[config.mk]
export PLATFORM = sky130hd
export DESIGN_NAME = video_frame_analyzer
export DESIGN_NICKNAME = d
export VERILOG_FILES = /design/src/rtl/video_verify_pkg.sv /design/src/rtl/crc16_ccitt_24.sv /design/src/rtl/video_frame_analyzer.sv
export SDC_FILE = /design/constraint.sdc
export NUM_CORES = 1
export LEC_CHECK = 0
export CORE_UTILIZATION = 35
export CTS_CLUSTER_SIZE = 16
export DETAILED_ROUTE_END_ITERATION = 10
export GPL_TIMING_DRIVEN = 0
export PLACE_DENSITY_LB_ADDON = 0.12
export RECOVER_POWER = 50
export REMOVE_ABC_BUFFERS = 1
export SYNTH_ARGS = -nofsm -noshare
export SYNTH_HDL_FRONTEND = slang
export SYNTH_SLANG_ARGS = --single-unit
[constraint.sdc]
create_clock -name clk -period 2.8 [get_ports clk]
set_input_delay 0.56 -clock clk [delete_from_list [all_inputs] [get_ports clk]]
set_output_delay 0.56 -clock clk [all_outputs]
set_load 0.02 [all_outputs]
[src/rtl/video_verify_pkg.sv]
// Shared types and constants for the HDMI receive-side verification path.
package video_verify_pkg;

  localparam int COORD_W = 12;
  localparam logic [COORD_W-1:0] COORD_MAX = {COORD_W{1'b1}};
  localparam logic [15:0] CRC_POLY = 16'h1021;

  typedef enum logic {SYNC_WAIT, FRAME} state_t;

  typedef struct packed {
    logic [7:0] r;
    logic [7:0] g;
    logic [7:0] b;
  } pixel_t;

  // Counter increment that sticks at the all-ones value.
  function automatic logic [COORD_W-1:0] sat_inc(input logic [COORD_W-1:0] v);
    return (v == COORD_MAX) ? v : v + 1'b1;
  endfunction

endpackage

[src/rtl/crc16_ccitt_24.sv]
// Combinational CRC-16-CCITT advance over one 24-bit pixel, MSB first,
// no reflection.
module crc16_ccitt_24
  import video_verify_pkg::*;
(
  input  logic [15:0] crc_in,
  input  logic [23:0] data,
  output logic [15:0] crc_out
);

  logic [15:0] acc;

  // Shift the 24 data bits through the LFSR, most significant bit first.
  always_comb begin
    acc = crc_in;
    for (int i = 23; i >= 0; i--) begin
      if (acc[15] ^ data[i]) begin
        acc = {acc[14:0], 1'b0} ^ CRC_POLY;
      end else begin
        acc = {acc[14:0], 1'b0};
      end
    end
    crc_out = acc;
  end

endmodule

[src/rtl/video_frame_analyzer.sv]
// Pixel-stream frame analyzer: measures active width/height, CRCs the
// active pixels and counts frames, publishing results on each vsync edge.
// Optional macro LINE_CHECK_EN adds a per-frame line-width consistency flag.
module video_frame_analyzer
  import video_verify_pkg::*;
#(
  parameter logic [11:0] H_ACTIVE = 12'd1920,
  parameter logic [11:0] V_ACTIVE = 12'd1080,
  parameter logic [15:0] CRC_INIT = 16'hFFFF
) (
  input  logic        clk,
  input  logic        rst_n,
  input  logic        de,
  input  logic        hsync,
  input  logic        vsync,
  input  logic [7:0]  red,
  input  logic [7:0]  green,
  input  logic [7:0]  blue,
  output logic        frame_done,
  output logic [11:0] measured_h,
  output logic [11:0] measured_v,
  output logic [15:0] frame_crc,
  output logic        size_err,
  output logic        line_err,
  output logic [15:0] frame_count
);

  state_t       state;
  logic         de_r;
  logic         hsync_r;
  logic         vsync_r;
  pixel_t       pix_r;
  logic         de_d;
  logic         vsync_d;
  logic [11:0]  pix_cnt;
  logic [11:0]  line_cnt;
  logic [11:0]  first_w;
  logic [15:0]  crc;

  logic         vs_rise;
  logic         de_fall;
  logic [11:0]  line_cnt_end;
  logic [11:0]  first_w_end;
  logic [15:0]  crc_base;
  logic [15:0]  crc_next;
  logic         unused_hsync;

  assign unused_hsync = hsync_r;

  assign vs_rise = vsync_r & ~vsync_d;
  assign de_fall = de_d & ~de_r;

  // A line closing in the same cycle as the frame edge still belongs to the old frame.
  assign line_cnt_end = de_fall ? sat_inc(line_cnt) : line_cnt;
  assign first_w_end  = (de_fall && (line_cnt == '0)) ? pix_cnt : first_w;

  // At a frame edge the pixel in flight seeds the new frame from CRC_INIT.
  assign crc_base = vs_rise ? CRC_INIT : crc;

  crc16_ccitt_24 u_crc (
    .crc_in  (crc_base),
    .data    (pix_r),
    .crc_out (crc_next)
  );

`ifdef LINE_CHECK_EN
  logic width_flag;
  logic width_miss;

  assign width_miss = de_fall && (line_cnt != '0) && (pix_cnt != first_w);
`else
  assign line_err = 1'b0;
`endif

  // Input capture, edge history, frame state machine and result latching.
  always_ff @(posedge clk or negedge rst_n) begin
    if (!rst_n) begin
      state       <= SYNC_WAIT;
      de_r        <= 1'b0;
      hsync_r     <= 1'b0;
      vsync_r     <= 1'b0;
      pix_r       <= '0;
      de_d        <= 1'b0;
      vsync_d     <= 1'b0;
      pix_cnt     <= '0;
      line_cnt    <= '0;
      first_w     <= '0;
      crc         <= CRC_INIT;
      frame_done  <= 1'b0;
      measured_h  <= '0;
      measured_v  <= '0;
      frame_crc   <= '0;
      size_err    <= 1'b0;
      frame_count <= '0;
`ifdef LINE_CHECK_EN
      width_flag  <= 1'b0;
      line_err    <= 1'b0;
`endif
    end else begin
      de_r       <= de;
      hsync_r    <= hsync;
      vsync_r    <= vsync;
      pix_r      <= '{r: red, g: green, b: blue};
      de_d       <= de_r;
      vsync_d    <= vsync_r;
      frame_done <= 1'b0;

      case (state)
        SYNC_WAIT: begin
          if (vs_rise) begin
            state    <= FRAME;
            line_cnt <= '0;
            first_w  <= '0;
            pix_cnt  <= de_r ? 12'd1 : 12'd0;
            crc      <= de_r ? crc_next : CRC_INIT;
`ifdef LINE_CHECK_EN
            width_flag <= 1'b0;
`endif
          end
        end

        FRAME: begin
          if (vs_rise) begin
            measured_h  <= first_w_end;
            measured_v  <= line_cnt_end;
            frame_crc   <= crc;
            size_err    <= (first_w_end != H_ACTIVE) || (line_cnt_end != V_ACTIVE);
            frame_count <= frame_count + 16'd1;
            frame_done  <= 1'b1;
            line_cnt    <= '0;
            first_w     <= '0;
            pix_cnt     <= de_r ? 12'd1 : 12'd0;
            crc         <= de_r ? crc_next : CRC_INIT;
`ifdef LINE_CHECK_EN
            line_err   <= width_flag | width_miss;
            width_flag <= 1'b0;
`endif
          end else begin
            if (de_r) begin
              pix_cnt <= sat_inc(pix_cnt);
              crc     <= crc_next;
            end
            if (de_fall) begin
              line_cnt <= line_cnt_end;
              first_w  <= first_w_end;
              pix_cnt  <= '0;
`ifdef LINE_CHECK_EN
              if (width_miss) begin
                width_flag <= 1'b1;
              end
`endif
            end
          end
        end

        default: state <= SYNC_WAIT;
      endcase
    end
  end

endmodule

==> results of run 1 <==
## sequential cells by signal, indices dropped and copies added, names as in the netlist, 12 cells and up
| name | cells |
|---|---|
| pix_cnt | 12 |
| crc | 16 |
| pix_r | 24 |
| measured_v | 12 |
| line_cnt | 12 |
| frame_count | 16 |
| measured_h | 12 |
| first_w | 12 |
| frame_crc | 16 |
## stage by stage
step,worst slack (ns),instances
finish,0.137,1012
CTS,0.104,1010
floorplan,-0.564,619
global route,0.0242,1012
global placement,-4.44,969
detailed placement,-1.03,971
## timing repair
action	4_1_cts	5_1_grt
cloned	1	1
setup buffers	6	0
gates resized for setup	3	2
pin swaps	1	0
hold buffers	0	0
setup endpoints to repair	52	16
## kinds of logic (layout without fill, tap and decap cells)
logic type,Yosys count,after routing
simple gates,243,244
xor+xnor,105,105
fa+ha+maj,4,4
buf+inv,40,136
mux,16,16
other cells,1,2
compound gates,101,101
flops,139,139
## power breakdown
part | leakage, µW | internal [µW] | switching, µW
Clock | 0.000296 | 1430 | 893
Combinational | 0.00179 | 3250 | 2360
Sequential | 0.00177 | 2450 | 272
Total | 0.00385 | 7120 | 3530
## cells in the final DEF, fill, tap and decap left out, drive strengths merged, types with 4 or more instances in the layout
master	Yosys	routed
dfstp	16	16
clkdlybuf4s50	0	58
clkinvlp	0	4
and3	13	13
dlygate4sd3	0	26
buf	5	8
a21oi	15	15
nor2	56	56
xor2	24	24
nand2	109	109
a22o	12	12
nand2b	7	7
xnor2	63	63
o21ai	38	38
a31oi	6	6
dfrtp	123	123
nor3	13	13
inv	10	11
xor3	6	6
clkbuf	25	19
nor4	5	5
o31ai	4	4
mux2i	15	15
ha	4	4
clkinv	0	7
xnor3	12	12
nand4	10	10
nand3	19	19
o22a	15	15
## worst max-delay path, cell delays in order, from the launching register on
cell and delay, ns:
dfrtp_1 0.45, nor2b_4 0.28, nor2_1 0.10, xnor2_1 0.28, xnor3_1 0.51, xor3_2 0.46, xnor3_1 0.35, o22a_1 0.16
## metal layers
metal  part of all wire, %  up-vias  wire [µm]  global-route usage [%]
li1                      -     2386          -                       -
met1                    46     2408       7240                    21.0
met2                    50       78       7830                    27.0
met3                   2.4       12        376                    2.88
met4                   1.0        0        157                    6.23
met5                     0        -          0                       0
## final cells by class
type | instances | area, µm² | share of cell area, %
antenna | 1 | 2.50 | 0.0287
clock buffer | 18 | 439 | 5.03
clock inverter | 14 | 169 | 1.93
inverter | 10 | 41.3 | 0.473
multi-input combinational | 471 | 3300 | 37.7
sequential | 139 | 3500 | 40.1
tap | 265 | 332 | 3.80
timing repair buffer | 93 | 951 | 10.9
timing repair inverter | 1 | 5.00 | 0.0573
## final timing paths
kind                                             end  slack (ns)  cells past startpoint
max                              crc[13]$_DFFE_PN1P_        0.14                      7
min                                vsync_d$_DFF_PN0_        0.46                      0
max reg2reg                      crc[13]$_DFFE_PN1P_        0.14                      7
min reg2reg                        vsync_d$_DFF_PN0_        0.46                      0
max in group asynchronous        crc[13]$_DFFE_PN1P_        0.97                      2
min in group asynchronous  measured_h[9]$_DFFE_PN0P_        0.68                      1
==> reports/results.txt, run 1 <==
outcome - finished with violations
failing checks - max-capacitance violations, max-slew violations
Fin. Hold Viols - 0
worst skew pair latency - 0.42 ns
DRC viols - 0
number of global-route vias before repair - 4913
vias - 4884
fraction of layout cells with a size suffix above 1 - 11.8%
reported max-cap violation count - 1
WL per Instance - 15.4 µm
Die ar. - 20400 µm²
post-synthesis adder-cell area fraction - 0.722%
H-tree depth - 4
Synth cell types - 51
worst hold slack - 0.464 ns
count leader, synth - dfrtp_1
1st-iter DRT viols - 222
CP Class - flip-flop to flip-flop
Mean Syn Cell Area - 10.7 µm²
prevailing post-synth register cell - dfrtp_1
CTS clk-pin slew, worst paths - 0.06 ns
clk sink count - 139
sequential-to-total area share from yosys stat - 50.5%
Hold Crit Class - flip-flop to flip-flop
Layout Utilization - 44.9%
DR pass1 iterations - 4
Fillers - 1877
fraction of registers with async set/reset - 100%
Slew @ Worst Pin - 1.92 ns
Area growth syn-to-layout - 26.1%
Setup crit start kind - flip-flop
CTS tree - done
largest family of logic cells by synthesized area - XOR/XNOR gates
power per cell area - 1220 nW/µm²
Compound-Gate Fraction of Synth Area - 9.75%
placed inst area - 8030 µm²
Synth Register Bits - 139
unrepaired setup endpoints after global routing - no
DP HPWL - 10.5 mm
post-synth top area cell - dfrtp_1
io pins - 88
Reg2Reg Launch Point - vsync_d$_DFF_PN0_
initial core utilization - 35.6%
Slew headroom - -27.9%
synth cell count leaders - dfrtp_1 (123), nand2_1 (109), xnor2_1 (55)
Critical Path Sink Type - flip-flop
Syn Std Cell Area - 6930 µm²
Vias/cell - 4.83
Synth area leaders - dfrtp_1 (44%), xnor2_1 (7.0%), dfstp_2 (6.1%)
design area - 8730 µm²
Lkg Pwr - 0.00385 µW
Die Wd - 143 µm
Total Routed Length - 15.6 mm
Crit Path Max Fanout - 6
Final Setup Violations - 0
CTS Root Buffer Type - clkbuf_16
multiplexer area fraction after synthesis - 2.33%
first-pass GRT wire length - 25.4 mm
worst min-delay path startpoint - vsync_r$_DFF_PN0_
Pwr Total - 10600 µW
number of synthesized flops with an enable pin - 0
final setup TNS - 0 ns
crit path time final - 2.66 ns
TritonCTS Buffers - 17
Slew Limit Fails - 77
core region area - 19500 µm²
fin nets - 766
Final ANT Viol Nets - 0
GR Overflow Total - 0
RePlAce Congestion - 0.831
yosys warns - 0
Final period util - 95.1%
crit path DAT - 3.01 ns
buffers added on ports - 85
share of the synthesized area in the top cell type - 44.4%
largest net degree at the start of global routing - 78
Core Rows - 51
post-synthesis xor/xnor area fraction - 18.4%
initial antenna violation count - 1
Max VDD drop - 0.902 mV
Post-Synth Simple-Gate Area - 15.8%
die height - 143 µm
Crit. Startpoint - vsync_d$_DFF_PN0_
WP data required - 3.14 ns
Max clock buf depth - 2
cells after synthesis - 649
GR Util All Layers - 16.2%
Peak Freq - 0.376 GHz
skew final - 0.00727 ns
No activity file was read; power rests on OpenSTA's default activity.
==> run 2, diff against run 1 <==
--- a/config.mk
+++ b/config.mk
@@ -5,7 +5,7 @@
 export SDC_FILE = /design/constraint.sdc
 export NUM_CORES = 1
 export LEC_CHECK = 0
-export CORE_UTILIZATION = 35
+export CORE_UTILIZATION = 40
 export CTS_CLUSTER_SIZE = 16
 export DETAILED_ROUTE_END_ITERATION = 10
 export GPL_TIMING_DRIVEN = 0
==> run 2 against run 1 <==
The flow still finishes with violations (max-capacitance violations, max-slew violations). Sequential power barely moved. Register-to-register slack barely moved. First-iteration DRC count rose by 58%. Design area down 0.75%. Global-route usage up 1.9 points. Clock power fell by 2%. Die area decreased by 12%. Combinational power down 0.7%. Clock skew grew 0.0041 ns. Largest cell class unchanged. Highest routed layer unchanged.
==> reports/results.txt, run 2 (synthesis gave the netlist of run 1 again) <==
outcome - finished with violations
failing checks - max-capacitance violations, max-slew violations
Pwr Total - 10600 µW
max reg flops - 24
Slew @ Worst Pin - 2.14 ns
multi-input logic area - 3300 µm²
WP data required - 3.17 ns
Die Wd - 134 µm
Critical Path Sink Type - flip-flop
CP bufs+invs - 2
Final Setup Violations - 0
Slew headroom - -42.6%
Max stage delay on crit path - 0.53 ns
Setup crit start kind - flip-flop
r2r setup slk - 0.14 ns
clk sink count - 139
1st-iter DRT viols - 350
initial core utilization - 41.3%
Total Routed Length - 14.9 mm
CP cell instances - nor2b_4 -> buf_4 -> buf_12 -> nor2_4 -> xor2_2 -> xnor3_2 -> xnor3_2 -> xnor2_1 -> o22a_1
RePlAce Congestion - 0.854
fin nets - 767
Peak Freq - 0.375 GHz
Die ar. - 17900 µm²
sw frac - 32.3%
Vias/cell - 5.07
H-tree depth - 4
WL per Instance - 15.4 µm
CTS clk-pin slew, worst paths - 0.06 ns
first-pass GRT wire length - 25.4 mm
final setup margin - 0.137 ns
Core Rows - 47
CTS Root Buffer Type - clkbuf_16
Hold Crit Class - flip-flop to flip-flop
GR Overflow Total - 0
Slowest-stage cell, CP - xnor3_2
Crit Path Max Fanout - 6
Max VDD drop - 1.01 mV
most common cell after layout, fill and taps aside - dfrtp_1
TritonCTS Buffers - 17
skew final - 0.0114 ns
Hold Path Sink - frame_count[15]$_DFFE_PN0P_
DP HPWL - 9.96 mm
Final period util - 95.1%
reported max-cap violation count - 1
Clock power frac - 21.5%
Final ANT Viol Nets - 0
CP Class - flip-flop to flip-flop
Lkg Pwr - 0.00385 µW
Fin. Hold Viols - 0
buffers added on ports - 85
Fillers - 1471
Hold Path Depth - 1
crit path time final - 2.66 ns
Top reg by flops - pix_r
Area growth syn-to-layout - 25.1%
initial antenna violation count - 0
combinational power share - 52.7%
largest net degree at the start of global routing - 103
GR Util All Layers - 18.2%
core region area - 16800 µm²
unrepaired setup endpoints after global routing - no
hold_buf cts - 0
design area - 8670 µm²
P_sw - 3410 µW
cell family with most CP delay - XOR/XNOR gates
io pins - 88
FF+latch area - 3500 µm²
die height - 134 µm
placed inst area - 7980 µm²
R2R cell count - 9
final cell count without fillers - 966
DRC viols - 0
fraction of layout cells with a size suffix above 1 - 11.3%
commonest cells after routing, fill and taps aside - dfrtp_1 (123), nand2_1 (108), clkdlybuf4s50_1 (58), xnor2_1 (55), nor2_1 (53)
number of global-route vias before repair - 4913
DR pass1 iterations - 4
sequential share of power - 25.8%
Max clock buf depth - 2
RR Endpoint - crc[8]$_DFFE_PN1P_
Layout Utilization - 51.7%
vias - 4900
post-place setup slack - -1.04 ns
CTS tree - done
Int Pwr - 7160 µW
worst skew pair latency - 0.42 ns
crit path DAT - 3.03 ns
Reg2Reg Launch Point - vsync_r$_DFF_PN0_
worst min-delay path startpoint - frame_count[15]$_DFFE_PN0P_
power per cell area - 1220 nW/µm²
Slew Limit Fails - 38
Inst Count DP - 926
CP most frequent cell - xnor3_2
Antenna Cells - 0
-- run 2: changes by cell type in the layout (fill, tap and decap cells not counted), moves of 2 or more --
cell      change
inv_6         -2
clkinv_4      -3
clkbuf_8      +2
clkbuf_1      +4
-- run 2: how the worst max path moves through the flow --
stage / from / to / cells after the start
floorplan: vsync_d$_DFF_PN0_ / frame_count[14]$_DFFE_PN0P_ / 7
global placement: rst_n / measured_h[1]$_DFFE_PN0P_ / 1
detailed placement: de_r$_DFF_PN0_ / first_w[2]$_DFFE_PN0P_ / 4
CTS: vsync_r$_DFF_PN0_ / crc[8]$_DFFE_PN1P_ / 7
global route: vsync_r$_DFF_PN0_ / crc[8]$_DFFE_PN1P_ / 9
finish: vsync_r$_DFF_PN0_ / crc[8]$_DFFE_PN1P_ / 9
-- run 2: repair_timing --
| action | 4_1_cts | 5_1_grt |
|---|---|---|
| gates resized for setup | 4 | 1 |
| buffers inserted | 7 | 0 |
| setup endpoints to repair | 53 | 4 |
| gates cloned | 1 | 1 |
| pin swaps | 1 | 0 |
-- run 2: through the flow --
stage | TNS (ns) | hold slack [ns]
2_1_floorplan | -2.33 | 0.264
3_3_place_gp | -651.90 | 0.444
3_5_place_dp | -23.10 | 0.447
4_1_cts | 0 | 0.0425
5_1_grt | 0 | 0.494
6_report | 0 | 0.468
-- run 2: area by class of cell --
| type | instances | area share, % |
|---|---|---|
| Clock buffer | 23 | 5.51 |
| Timing Repair Buffer | 94 | 11.0 |
| Multi-Input combinational cell | 471 | 38.0 |
| Clock inverter | 8 | 1.36 |
| Inverter | 10 | 0.476 |
| Sequential cell | 139 | 40.4 |
| Tap cell | 220 | 3.18 |
| Timing Repair inverter | 1 | 0.0577 |
-- run 2: layer usage --
layer	global-route usage [%]	vias up	routed length (µm)
li1	-	2399	-
met1	24.6	2389	7220
met2	28.9	105	6950
met3	4.26	7	597
met4	5.68	0	115
met5	0	-	0
-- run 2: power by group through the flow --
stage | combinational (µW) | clock, µW | sequential, µW
final | 5570 | 2270 | 2730
after detailed placement | 5620 | 0 | 2760
after global routing | 6120 | 2410 | 2770
after global placement | 5550 | 0 | 2750
after CTS | 5670 | 2330 | 2730
after floorplan | 4440 | 0 | 2840
